**config.mk**
```make
export PLATFORM = sky130hd
export DESIGN_NAME = seq_mul_add_flat
export DESIGN_NICKNAME = d
export VERILOG_FILES = /design/src/rtl/seq_mul_add_if.sv /design/src/rtl/seq_mul_add.sv /design/src/flat_wrapper.sv
export SDC_FILE = /design/constraint.sdc
export NUM_CORES = 1
export LEC_CHECK = 0
export ABC_AREA = 1
export CAP_MARGIN = 25
export CORE_AREA = 3 3 130 257
export DETAILED_ROUTE_END_ITERATION = 16
export DIE_AREA = 0 0 133 260
export HOLD_SLACK_MARGIN = 0.08
export MAX_ROUTING_LAYER = met4
export PLACE_DENSITY_LB_ADDON = 0.08
export SLEW_MARGIN = 20
export SYNTH_ARGS = -nofsm -noshare
export SYNTH_HDL_FRONTEND = slang
export SYNTH_SLANG_ARGS = --single-unit
```
**constraint.sdc**
```tcl
create_clock -name clk -period 12.1 [get_ports clk]
set_input_delay 1.21 -clock clk [delete_from_list [all_inputs] [get_ports clk]]
set_output_delay 1.21 -clock clk [all_outputs]
set_load 0.01 [all_outputs]
```
**src/rtl/seq_mul_add_if.sv**
```systemverilog
// Handshake and operand bundle for the sequential multiply-accumulate.
// The master issues operands; the slave returns the registered result.
interface seq_mul_add_if #(
  parameter int WIDTH = 32
);
  logic               start;
  logic [WIDTH-1:0]   a_in;
  logic [WIDTH-1:0]   b_in;
  logic [WIDTH-1:0]   c_in;
  logic [2*WIDTH-1:0] product_out;
  logic               fits_out;
  logic               ready;
  logic               done;

  modport master (
    output start, a_in, b_in, c_in,
    input  product_out, fits_out, ready, done
  );

  modport slave (
    input  start, a_in, b_in, c_in,
    output product_out, fits_out, ready, done
  );
endinterface

```
**src/rtl/seq_mul_add.sv**
```systemverilog
// Shift-and-add unsigned multiply-accumulate: product = a*b + c.
// One multiplier bit per clock, then one cycle for the addend.
module seq_mul_add #(
  parameter int WIDTH = 32
) (
  input  logic          clk,
  input  logic          reset,
  seq_mul_add_if.slave  bus
);

  localparam int CW = $clog2(WIDTH + 1);

  typedef enum logic [1:0] {
    S_IDLE,
    S_MUL,
    S_ADD,
    S_DONE
  } state_t;

  state_t             r_state;
  state_t             w_next;
  logic [CW-1:0]      r_cnt;
  logic [WIDTH-1:0]   r_a;
  logic [WIDTH-1:0]   r_c;
  logic [WIDTH:0]     r_hi;
  logic [WIDTH-1:0]   r_lo;
  logic [2*WIDTH-1:0] r_prod;
  logic               r_fits;

  logic [WIDTH:0]     w_sum;
  logic [2*WIDTH-1:0] w_res;
  logic               w_last;

  // hi keeps a carry bit so hi + a never wraps before the shift
  assign w_sum  = r_lo[0] ? (r_hi + {1'b0, r_a}) : r_hi;
  assign w_res  = {r_hi[WIDTH-1:0], r_lo} + {{WIDTH{1'b0}}, r_c};
  assign w_last = (r_cnt == CW'(WIDTH - 1));

  always_comb begin
    w_next = r_state;
    unique case (r_state)
      S_IDLE: if (bus.start) w_next = S_MUL;
      S_MUL:  if (w_last) w_next = S_ADD;
      S_ADD:  w_next = S_DONE;
      S_DONE: w_next = S_IDLE;
      default: w_next = S_IDLE;
    endcase
  end

  always_ff @(posedge clk or posedge reset) begin
    if (reset) begin
      r_state <= S_IDLE;
    end else begin
      r_state <= w_next;
    end
  end

  always_ff @(posedge clk or posedge reset) begin
    if (reset) begin
      r_cnt  <= '0;
      r_a    <= '0;
      r_c    <= '0;
      r_hi   <= '0;
      r_lo   <= '0;
      r_prod <= '0;
      r_fits <= 1'b1;
    end else begin
      unique case (r_state)
        S_IDLE: begin
          if (bus.start) begin
            r_a   <= bus.a_in;
            r_c   <= bus.c_in;
            r_hi  <= '0;
            r_lo  <= bus.b_in;
            r_cnt <= '0;
          end
        end
        S_MUL: begin
          r_hi  <= {1'b0, w_sum[WIDTH:1]};
          r_lo  <= {w_sum[0], r_lo[WIDTH-1:1]};
          r_cnt <= r_cnt + CW'(1);
        end
        S_ADD: begin
          r_prod <= w_res;
          r_fits <= (w_res[2*WIDTH-1:WIDTH] == '0);
        end
        default: ;
      endcase
    end
  end

  assign bus.product_out = r_prod;
  assign bus.fits_out    = r_fits;
  assign bus.ready       = (r_state == S_IDLE);
  assign bus.done        = (r_state == S_DONE);

endmodule

```
**src/flat_wrapper.sv**
```systemverilog
// flat-port wrapper written by rule: the top's interface ports become plain ports
module seq_mul_add_flat 
#(
  parameter int WIDTH = 32
)
  (clk, reset, bus_start, bus_a_in, bus_b_in, bus_c_in, bus_product_out, bus_fits_out, bus_ready, bus_done);
  seq_mul_add_if #(.WIDTH(WIDTH)) bus_i ();
  input  logic clk;
  input  logic reset;
  input wire logic [$bits(bus_i.start)-1:0] bus_start;
  input wire logic [$bits(bus_i.a_in)-1:0] bus_a_in;
  input wire logic [$bits(bus_i.b_in)-1:0] bus_b_in;
  input wire logic [$bits(bus_i.c_in)-1:0] bus_c_in;
  output wire logic [$bits(bus_i.product_out)-1:0] bus_product_out;
  output wire logic [$bits(bus_i.fits_out)-1:0] bus_fits_out;
  output wire logic [$bits(bus_i.ready)-1:0] bus_ready;
  output wire logic [$bits(bus_i.done)-1:0] bus_done;
  assign bus_i.start = bus_start;
  assign bus_i.a_in = bus_a_in;
  assign bus_i.b_in = bus_b_in;
  assign bus_i.c_in = bus_c_in;
  assign bus_product_out = bus_i.product_out;
  assign bus_fits_out = bus_i.fits_out;
  assign bus_ready = bus_i.ready;
  assign bus_done = bus_i.done;
  seq_mul_add #(.WIDTH(WIDTH)) u_core (.clk(clk), .reset(reset), .bus(bus_i));
endmodule
```
==> summary.md, run 1 <==
| Metric | Value |
|---|---|
| Status | `complete, no violations` |
| Post-Synth Adder-Cell Area | `0.06544` |
| CTS tree | `built` |
| Share of cells above drive strength 1 | `0.03020` |
| Leak pwr | `approximately 8.6 nW` |
| First-pass GRT wire length | `79270 um` |
| Port Buffers | `approximately 170` |
| # H-tree levels | `1` |
| Critical path class | `primary input to register` |
| DRT Pass-1 Iters | `7` |
| Post-CTS setup buffer count | `0` |
| Hold_sp | `u_core.bus.fits_out$_DFFE_PP1P_` |
| Average vias per placed instance | `~5.1` |
| Area fraction in compound gates after synthesis | `0.1264` |
| Crit share post-route | `0.2791` |
| CP Launch Point | `bus_start` |
| Worst r2r src | `u_core.r_lo[0]$_DFFE_PP0P_` |
| Final net count | `about 2.4k` |
| Final wirelength | `roughly 52000 um` |
| Tot GR Track Use | `0.3081` |
| Setup ws final | `approximately 8.7 ns` |
| Hold_ws | `0.4789 ns` |
| Clock-pin slew on the worst setup and hold paths | `0.07 ns` |
| RSZ-0062 raised after global routing | `no` |
| Seq cells post-synth | `~200` |
| Hpwl dp | `42300 um` |
| Vias in the first global route | `between 10k and 15k` |
| Die outline width | `~130 um` |
| Initial Utilization | `0.4361` |
| Syn nets | `2259` |
| # setup viols final | `0` |
| Crit-path slowest cell | `buf_4` |
| Place WS | `about 8 ns` |
| Total negative slack | `0 ns` |
| Most frequent CP cell | `buf_4` |
| Cells after Synth | `2089` |
| Mux contribution to synthesized area | `0` |
| Critical Path Max Stage Delay | `0.62 ns` |
| Initial antenna violation count | `0` |
| Antenna Cells | `0` |
| Placed Cells incl. Taps | `between 2k and 3k` |
| Syn-to-layout area delta | `20.70%` |
| Row cnt | `92` |
| Number of synthesized flops with an enable pin | `0` |
| Number of remaining DRC errors | `0` |
| Fin Clk Skew | `between 0.015 and 0.02 ns` |
| Via count | `approximately 14k` |
| Crit end category | `register` |
| Fin. Hold Viols | `0` |
| Ports | `between 150 and 200` |
| Final Max Slew Viols | `0` |
| Actual slew at the worst max-slew pin | `roughly 1 ns` |
| Die height | `260 um` |
| CTS root buffer | `clkbuf_16` |
| CTS Sinks | `around 200` |
| CP max FO | `67` |
| Die area | `0.03458 mm^2` |
| PwrDens | `~270 mW/mm^2` |
| Simple-gate portion of the synthesized area | `0.3325` |
| Fin util | `0.5264` |
| Final Instance Count excl. Fillers | `between 2k and 3k` |
| Post-Synth XOR/XNOR Area | `0.02284` |
| VDD IR max | `164.8 uV` |
| Syn avg cell area | `roughly 6.6 um^2` |
| Post-route ant nets | `0` |
| CTS hold repair buffers | `0` |
| Core ar. | `0.03166 mm^2` |
| Clock Latency Late Sink | `around 0.54 ns` |
| Final worst path period need | `around 3.4 ns` |
| Arrival time worst endpoint | `~3.8 ns` |
| Prevailing post-synth register cell | `dfrtp_1` |
| Fillers | `between 3k and 4k` |
| WL/cell | `~19 um` |
| Required time worst endpoint | `~13 ns` |
| Largest net degree at the start of global routing | `a little over 90` |
| Synth unique cells | `39` |
| Post-CTS Resized | `0` |
| Critical-path cell list | `clkdlybuf4s50_1 -> nand2_2 -> buf_4 -> o21ai_1 -> buf_4 -> inv_1 -> buf_4 -> nor2_1 -> nand3_1 -> nor2_1 -> inv_1 -> o21ai_0 -> a21oi_1` |
| DR iter-0 viols | `about 680` |
| Worst hold path type | `register to register` |
| Seq/Total Area, Yosys | `0.3645` |
| FMAX | `296.2 MHz` |
| Worst slew margin | `0.3309` |
| Mapped cell area | `approximately 0.014 mm^2` |
| Congestion Overflow GR | `0` |
| GPL Wtd Cong | `a little over 1` |
| Async SR Flop Fraction | `1.000` |
| CTS max path bufs | `3` |
| Crit start category | `primary input` |
| Max-cap violations | `0` |
| Largest family of logic cells by synthesized area | `simple AND/OR/NAND/NOR gates` |
| Synth warn | `0` |
| Total CTS buffers | `21` |
==> power breakdown <==
group          total, mW  switching, mW  internal, mW
registers           1.25          0.276         0.970
logic               2.46           1.58         0.887
clock network      0.732          0.291         0.441
==> cell type report <==
type | instances | area, um^2 | share of cell area
multi-input cells | 1563 | 7559 | 0.4536
flip-flops and latches | 201 | 5031 | 0.3019
repair buffers | 176 | 1734 | 0.1041
inverters | 274 | 1036 | 0.06218
clock buffers | 27 | 608.1 | 0.03649
well taps | 423 | 529.3 | 0.03176
clock inverters | 11 | 165.2 | 0.009912
==> metal layers <==
layer  share of wire  vias to the layer above  track usage  wire length [um]
met5               0                        -            -                 0
met2            0.56                      289       0.5979             29110
met3           0.029                      123      0.03155              1530
met1            0.33                     6376       0.2790             17290
li1                -                     6962            -                 -
met4           0.078                        0       0.1971              4046
==> metrics by stage <==
step | area (um^2) | power [mW]
6_report | 16660 | 4.440
5_1_grt | 16660 | 4.810
4_1_cts | 16660 | 4.476
3_5_place_dp | 15890 | 3.721
3_3_place_gp | 15890 | 3.683
2_1_floorplan | 13800 | 2.784
==> final timing paths <==
kind                                                         end  slack (ns)  cells after the start
min                              u_core.bus.fits_out$_DFFE_PP1P_        0.48                      2
max reg2reg                      u_core.bus.fits_out$_DFFE_PP1P_        8.84                     17
max                                  u_core.r_cnt[3]$_DFFE_PP0P_        8.72                     13
min in group asynchronous  u_core.bus.product_out[6]$_DFFE_PP0P_        1.12                      2
min reg2reg                      u_core.bus.fits_out$_DFFE_PP1P_        0.48                      2
max in group asynchronous             u_core.r_c[31]$_DFFE_PP0P_        9.68                      3
==> layout by cell type, fill, tap and decap left out, types with 3 or more instances in the layout <==
cell | Yosys | layout
a31oi_1 | 23 | 23
clkbuf_16 | 0 | 21
o21bai_1 | 6 | 6
o22ai_1 | 4 | 4
nand4_1 | 22 | 22
nor3_1 | 30 | 30
xor2_1 | 4 | 4
o21ai_0 | 123 | 123
nand2_2 | 2 | 3
nor2_2 | 3 | 4
or2_2 | 3 | 3
buf_4 | 0 | 11
o221ai_1 | 3 | 3
nor4_1 | 4 | 4
a21o_1 | 8 | 8
o21ai_1 | 4 | 4
inv_1 | 272 | 269
nor2_1 | 153 | 152
a21oi_1 | 88 | 88
dfrtp_1 | 200 | 200
a22oi_1 | 25 | 25
o21a_1 | 3 | 3
bufinv_16 | 0 | 4
xnor2_1 | 32 | 32
ha_1 | 69 | 69
nand2_1 | 827 | 826
nand3_1 | 92 | 92
nand3b_1 | 3 | 3
inv_2 | 2 | 4
a21boi_0 | 3 | 3
clkbuf_8 | 0 | 6
or2_1 | 4 | 4
clkinv_2 | 0 | 4
o211ai_1 | 16 | 16
clkdlybuf4s50_1 | 0 | 165
==> registers in the layout, summed over array words and instances, names as in the netlist <==
register / cells
u_core.r_hi: 32
u_core.r_a: 32
u_core.r_cnt: 6
u_core.r_lo: 32
u_core.bus.fits_out: 1
u_core.r_c: 32
u_core.bus.product_out: 64
u_core.r_state: 2
==> worst max-delay path: cells and delay by family <==
kind	cells	cell delay (ns)
compound gates	3	0.36
buf+inv	6	1.89
simple gates	4	0.34
==> cells in the mapped netlist, types with 6 or more instances <==
master / n / share of area
xnor2_1: 32 / 0.020
nor3_1: 30 / 0.011
a22oi_1: 25 / 0.014
a31oi_1: 23 / 0.010
nor2_1: 153 / 0.042
a21o_1: 8 / 0.0044
o211ai_1: 16 / 0.0087
o21bai_1: 6 / 0.0033
dfrtp_1: 200 / 0.36
nand4_1: 22 / 0.010
buf_1: 8 / 0.0022
ha_1: 69 / 0.063
nand3_1: 92 / 0.033
a21oi_1: 88 / 0.032
nand2_1: 827 / 0.22
o21ai_0: 123 / 0.045
inv_1: 272 / 0.074
clkbuf_1: 43 / 0.012
==> cells by family (layout without fill, tap and decap cells) <==
logic type	count (synthesis)	count (layout)
adder cells (fa/ha/maj)	71	71
flip-flops	201	201
AND/OR/NAND/NOR	1148	1148
AO/OA/AOI/OAI	308	308
XOR/XNOR	36	36
buffers and inverters	325	488
Note: power is estimated with default switching activity, not from simulation.
==> inputs of run 2 (changes only) <==
==> constraint.sdc (replaced) <==
create_clock -name clk -period 2.9 [get_ports clk]
set_input_delay 0.29 -clock clk [delete_from_list [all_inputs] [get_ports clk]]
set_output_delay 0.29 -clock clk [all_outputs]
set_load 0.01 [all_outputs]
==> run 2 against run 1 <==
Wire length rose by 7.5%. Via count rose by 4.6%. First-iteration DRC count fell by 1.6%. Power rose to 4.5 times the previous value. Hold slack got worse by 0.20 ns. Non-clock buffer count rose by 85. Die area did not move. Critical path depth rose by 3. Combinational power rose to 4.8 times the previous value. Design area rose by 5.7%. Flip-flop and latch count did not move.
==> summary.md, run 2 (synthesized netlist as in run 1, its figures left out) <==
| Metric | Value |
|---|---|
| DRT Pass-1 Iters | `5 (was 7)` |
| FMAX | `~360 MHz` |
| Initial Utilization | `0.4361 (unchanged)` |
| Setup ws final | `0.1290 ns (was 8.723 ns)` |
| Congestion Overflow GR | `0 (unchanged)` |
| Die area | `0.03458 mm^2 (unchanged)` |
| Final wirelength | `55880 um (was 51980 um)` |
| Average vias per placed instance | `5.207 (was 5.140)` |
| Total chip power | `19.87 mW (was 4.440 mW)` |
| Arrival time worst endpoint | `3.25 ns (was 3.84 ns)` |
| Final net count | `2493 (was 2407)` |
| Min-Delay Endpoint | `u_core.r_a[19]$_DFFE_PP0P_ (was u_core.bus.fits_out$_DFFE_PP1P_)` |
| Hold_ws | `0.2818 ns (was 0.4789 ns)` |
| Via count | `14.38k (was 13.75k)` |
| Tot GR Track Use | `0.3306 (was 0.3081)` |
| Largest register FFs | `64 (unchanged)` |
| Fin Clk Skew | `0.01644 ns (was 0.01534 ns)` |
| Hpwl dp | `45480 um (was 42300 um)` |
| Crit end category | `register (unchanged)` |
| Required time worst endpoint | `3.38 ns (was 12.56 ns)` |
| Initial antenna violation count | `0 (unchanged)` |
| PwrDens | `1128 mW/mm^2 (was 266.5 mW/mm^2)` |
| CTS root buffer | `clkbuf_16 (unchanged)` |
| CTS max path bufs | `3 (unchanged)` |
| Total CTS buffers | `22 (was 21)` |
| GPL Wtd Cong | `1.090 (was 1.018)` |
| Final Max Slew Viols | `0 (unchanged)` |
| Worst hold path type | `primary input to register (was register to register)` |
| WL/cell | `20.23 um (was 19.43 um)` |
| Placed Cells incl. Taps | `2715 (was 2637)` |
| Final Instance Count excl. Fillers | `2762 (was 2675)` |
| Fin. Hold Viols | `0 (unchanged)` |
| # H-tree levels | `1 (unchanged)` |
| Fin util | `0.5562 (was 0.5264)` |
| CTS Sinks | `201 (unchanged)` |
| Crit share post-route | `0.9555` |
| R2r endpoint | `u_core.bus.fits_out$_DFFE_PP1P_ (unchanged)` |
| Die outline width | `133 um (unchanged)` |
| Hold depth | `3 (was 2)` |
| RSZ-0062 raised after global routing | `yes (was no)` |
| Status | `complete, no violations (unchanged)` |
| Final worst path period need | `2.771 ns` |
| CP max FO | `4 (was 67)` |
| Total negative slack | `0 ns (unchanged)` |
| Commonest non-fill, non-tap cells in the layout | `817 x nand2_1, 269 x inv_1, 200 x dfrtp_1, 165 x clkdlybuf4s50_1, 142 x nor2_1 (was 826 x nand2_1, 269 x inv_1, 200 x dfrtp_1, 165 x clkdlybuf4s50_1, 152 x nor2_1)` |
| CTS tree | `built (unchanged)` |
| Number of remaining DRC errors | `0 (unchanged)` |
| DR iter-0 viols | `666 (was 677)` |
| Largest net degree at the start of global routing | `97 (was 93)` |
| Hold_sp | `bus_a_in[19] (was u_core.bus.fits_out$_DFFE_PP1P_)` |
| Placed inst area | `0.01653 mm^2 (was 0.01589 mm^2)` |
| Vias in the first global route | `14.88k (was 14.09k)` |
| VDD IR max | `667.8 uV (was 164.8 uV)` |
| First-pass GRT wire length | `84500 um (was 79270 um)` |
| # setup viols final | `0 (unchanged)` |
| Place WS | `-0.2225 ns (was 8.153 ns)` |
| Worst slew margin | `0.4753 (was 0.3309)` |
| Die height | `260 um (unchanged)` |
| Antenna Cells | `0 (unchanged)` |
| Crit start category | `register (was primary input)` |
| Ports | `166 (unchanged)` |
| Post-route ant nets | `0 (unchanged)` |
| Most common cell after layout, fill and taps aside | `nand2_1 (unchanged)` |
| Max-cap violations | `0 (unchanged)` |
| Clock Latency Late Sink | `0.54 ns (about the same)` |
| Clock-pin slew on the worst setup and hold paths | `0.07 ns (about the same)` |
| Port Buffers | `165 (unchanged)` |
| Actual slew at the worst max-slew pin | `0.7871 ns (was 1.002 ns)` |
| Core ar. | `0.03166 mm^2 (unchanged)` |
| Row cnt | `92 (unchanged)` |
| Post-route cell area | `0.01761 mm^2 (was 0.01666 mm^2)` |
| Critical path class | `register to register (was primary input to register)` |
| Reg2reg path depth | `16 (was 17)` |
| Reg2reg setup slack | `0.13 ns (was 8.84 ns)` |
| Share of cells above drive strength 1 | `0.08465 (was 0.03020)` |
| Worst r2r src | `u_core.r_c[19]$_DFFE_PP0P_ (was u_core.r_lo[0]$_DFFE_PP0P_)` |
| Syn-to-layout area delta | `27.55% (was 20.70%)` |
| Leak pwr | `9.004 nW (was 8.572 nW)` |
==> run 2: worst max path at each step <==
| stage | start | end | slack [ns] | depth (start not counted) |
|---|---|---|---|---|
| 2_1_floorplan | reset | u_core.bus.product_out[0]$_DFFE_PP0P_ | 0.008 | 1 |
| 3_3_place_gp | u_core.r_lo[16]$_DFFE_PP0P_ | u_core.bus.fits_out$_DFFE_PP1P_ | -0.22 | 15 |
| 3_5_place_dp | u_core.r_lo[16]$_DFFE_PP0P_ | u_core.bus.fits_out$_DFFE_PP1P_ | -0.22 | 15 |
| 4_1_cts | u_core.r_lo[16]$_DFFE_PP0P_ | u_core.bus.fits_out$_DFFE_PP1P_ | 0.004 | 17 |
| 5_1_grt | u_core.r_lo[1]$_DFFE_PP0P_ | u_core.bus.fits_out$_DFFE_PP1P_ | -0.05 | 15 |
| 6_report | u_core.r_c[19]$_DFFE_PP0P_ | u_core.bus.fits_out$_DFFE_PP1P_ | 0.13 | 16 |
==> run 2: what timing repair did <==
| item | 4_1_cts | 5_1_grt |
|---|---|---|
| pin swaps | 1 | 3 |
| endpoints found under the setup margin | 3 | 6 |
| endpoints found under the hold margin | 3 | 0 |
| hold buffers | 1 | 0 |
| setup buffers | 2 | 3 |
| resized for setup | 8 | 47 |
==> run 2: cell type report <==
class | instances | area [um^2]
Clock buffer | 28 | 604.3
Clock inverter | 12 | 133.9
Fill cell | 3122 | 14050
Inverter | 274 | 1032
Multi-Input combinational cell | 1563 | 7833
Sequential cell | 201 | 5031
Tap cell | 423 | 529.3
Timing Repair Buffer | 261 | 2445
==> run 2: layer usage <==
layer | global-route usage | up-vias | wire length [um]
li1 | - | 7122 | -
met5 | - | - | 0
met4 | 0.2621 | 0 | 5646
met2 | 0.6298 | 385 | 30770
met1 | 0.2877 | 6674 | 17710
met3 | 0.03368 | 200 | 1749
==> run 2: report_power, final <==
| group | switching, mW | internal (mW) |
|---|---|---|
| Sequential | 1.12 | 4.05 |
| Clock | 1.24 | 1.67 |
| Combinational | 7.23 | 4.56 |
| Total | 9.59 | 10.3 |
==> run 2: critical path, cell delays in order (launching register included) <==
cell and delay, ns:
dfrtp_1 0.41, ha_2 0.39, nand2_2 0.11, nor2_4 0.17, nand2_1 0.15, nor2_1 0.14, nand2_2 0.11, nand3b_1 0.27
buf_4 0.17, nand3_2 0.09, nand3_1 0.12, nand2_1 0.07, nor2_2 0.14, nand3_1 0.15, nor2_1 0.13, nand2_1 0.06
nand2_1 0.06
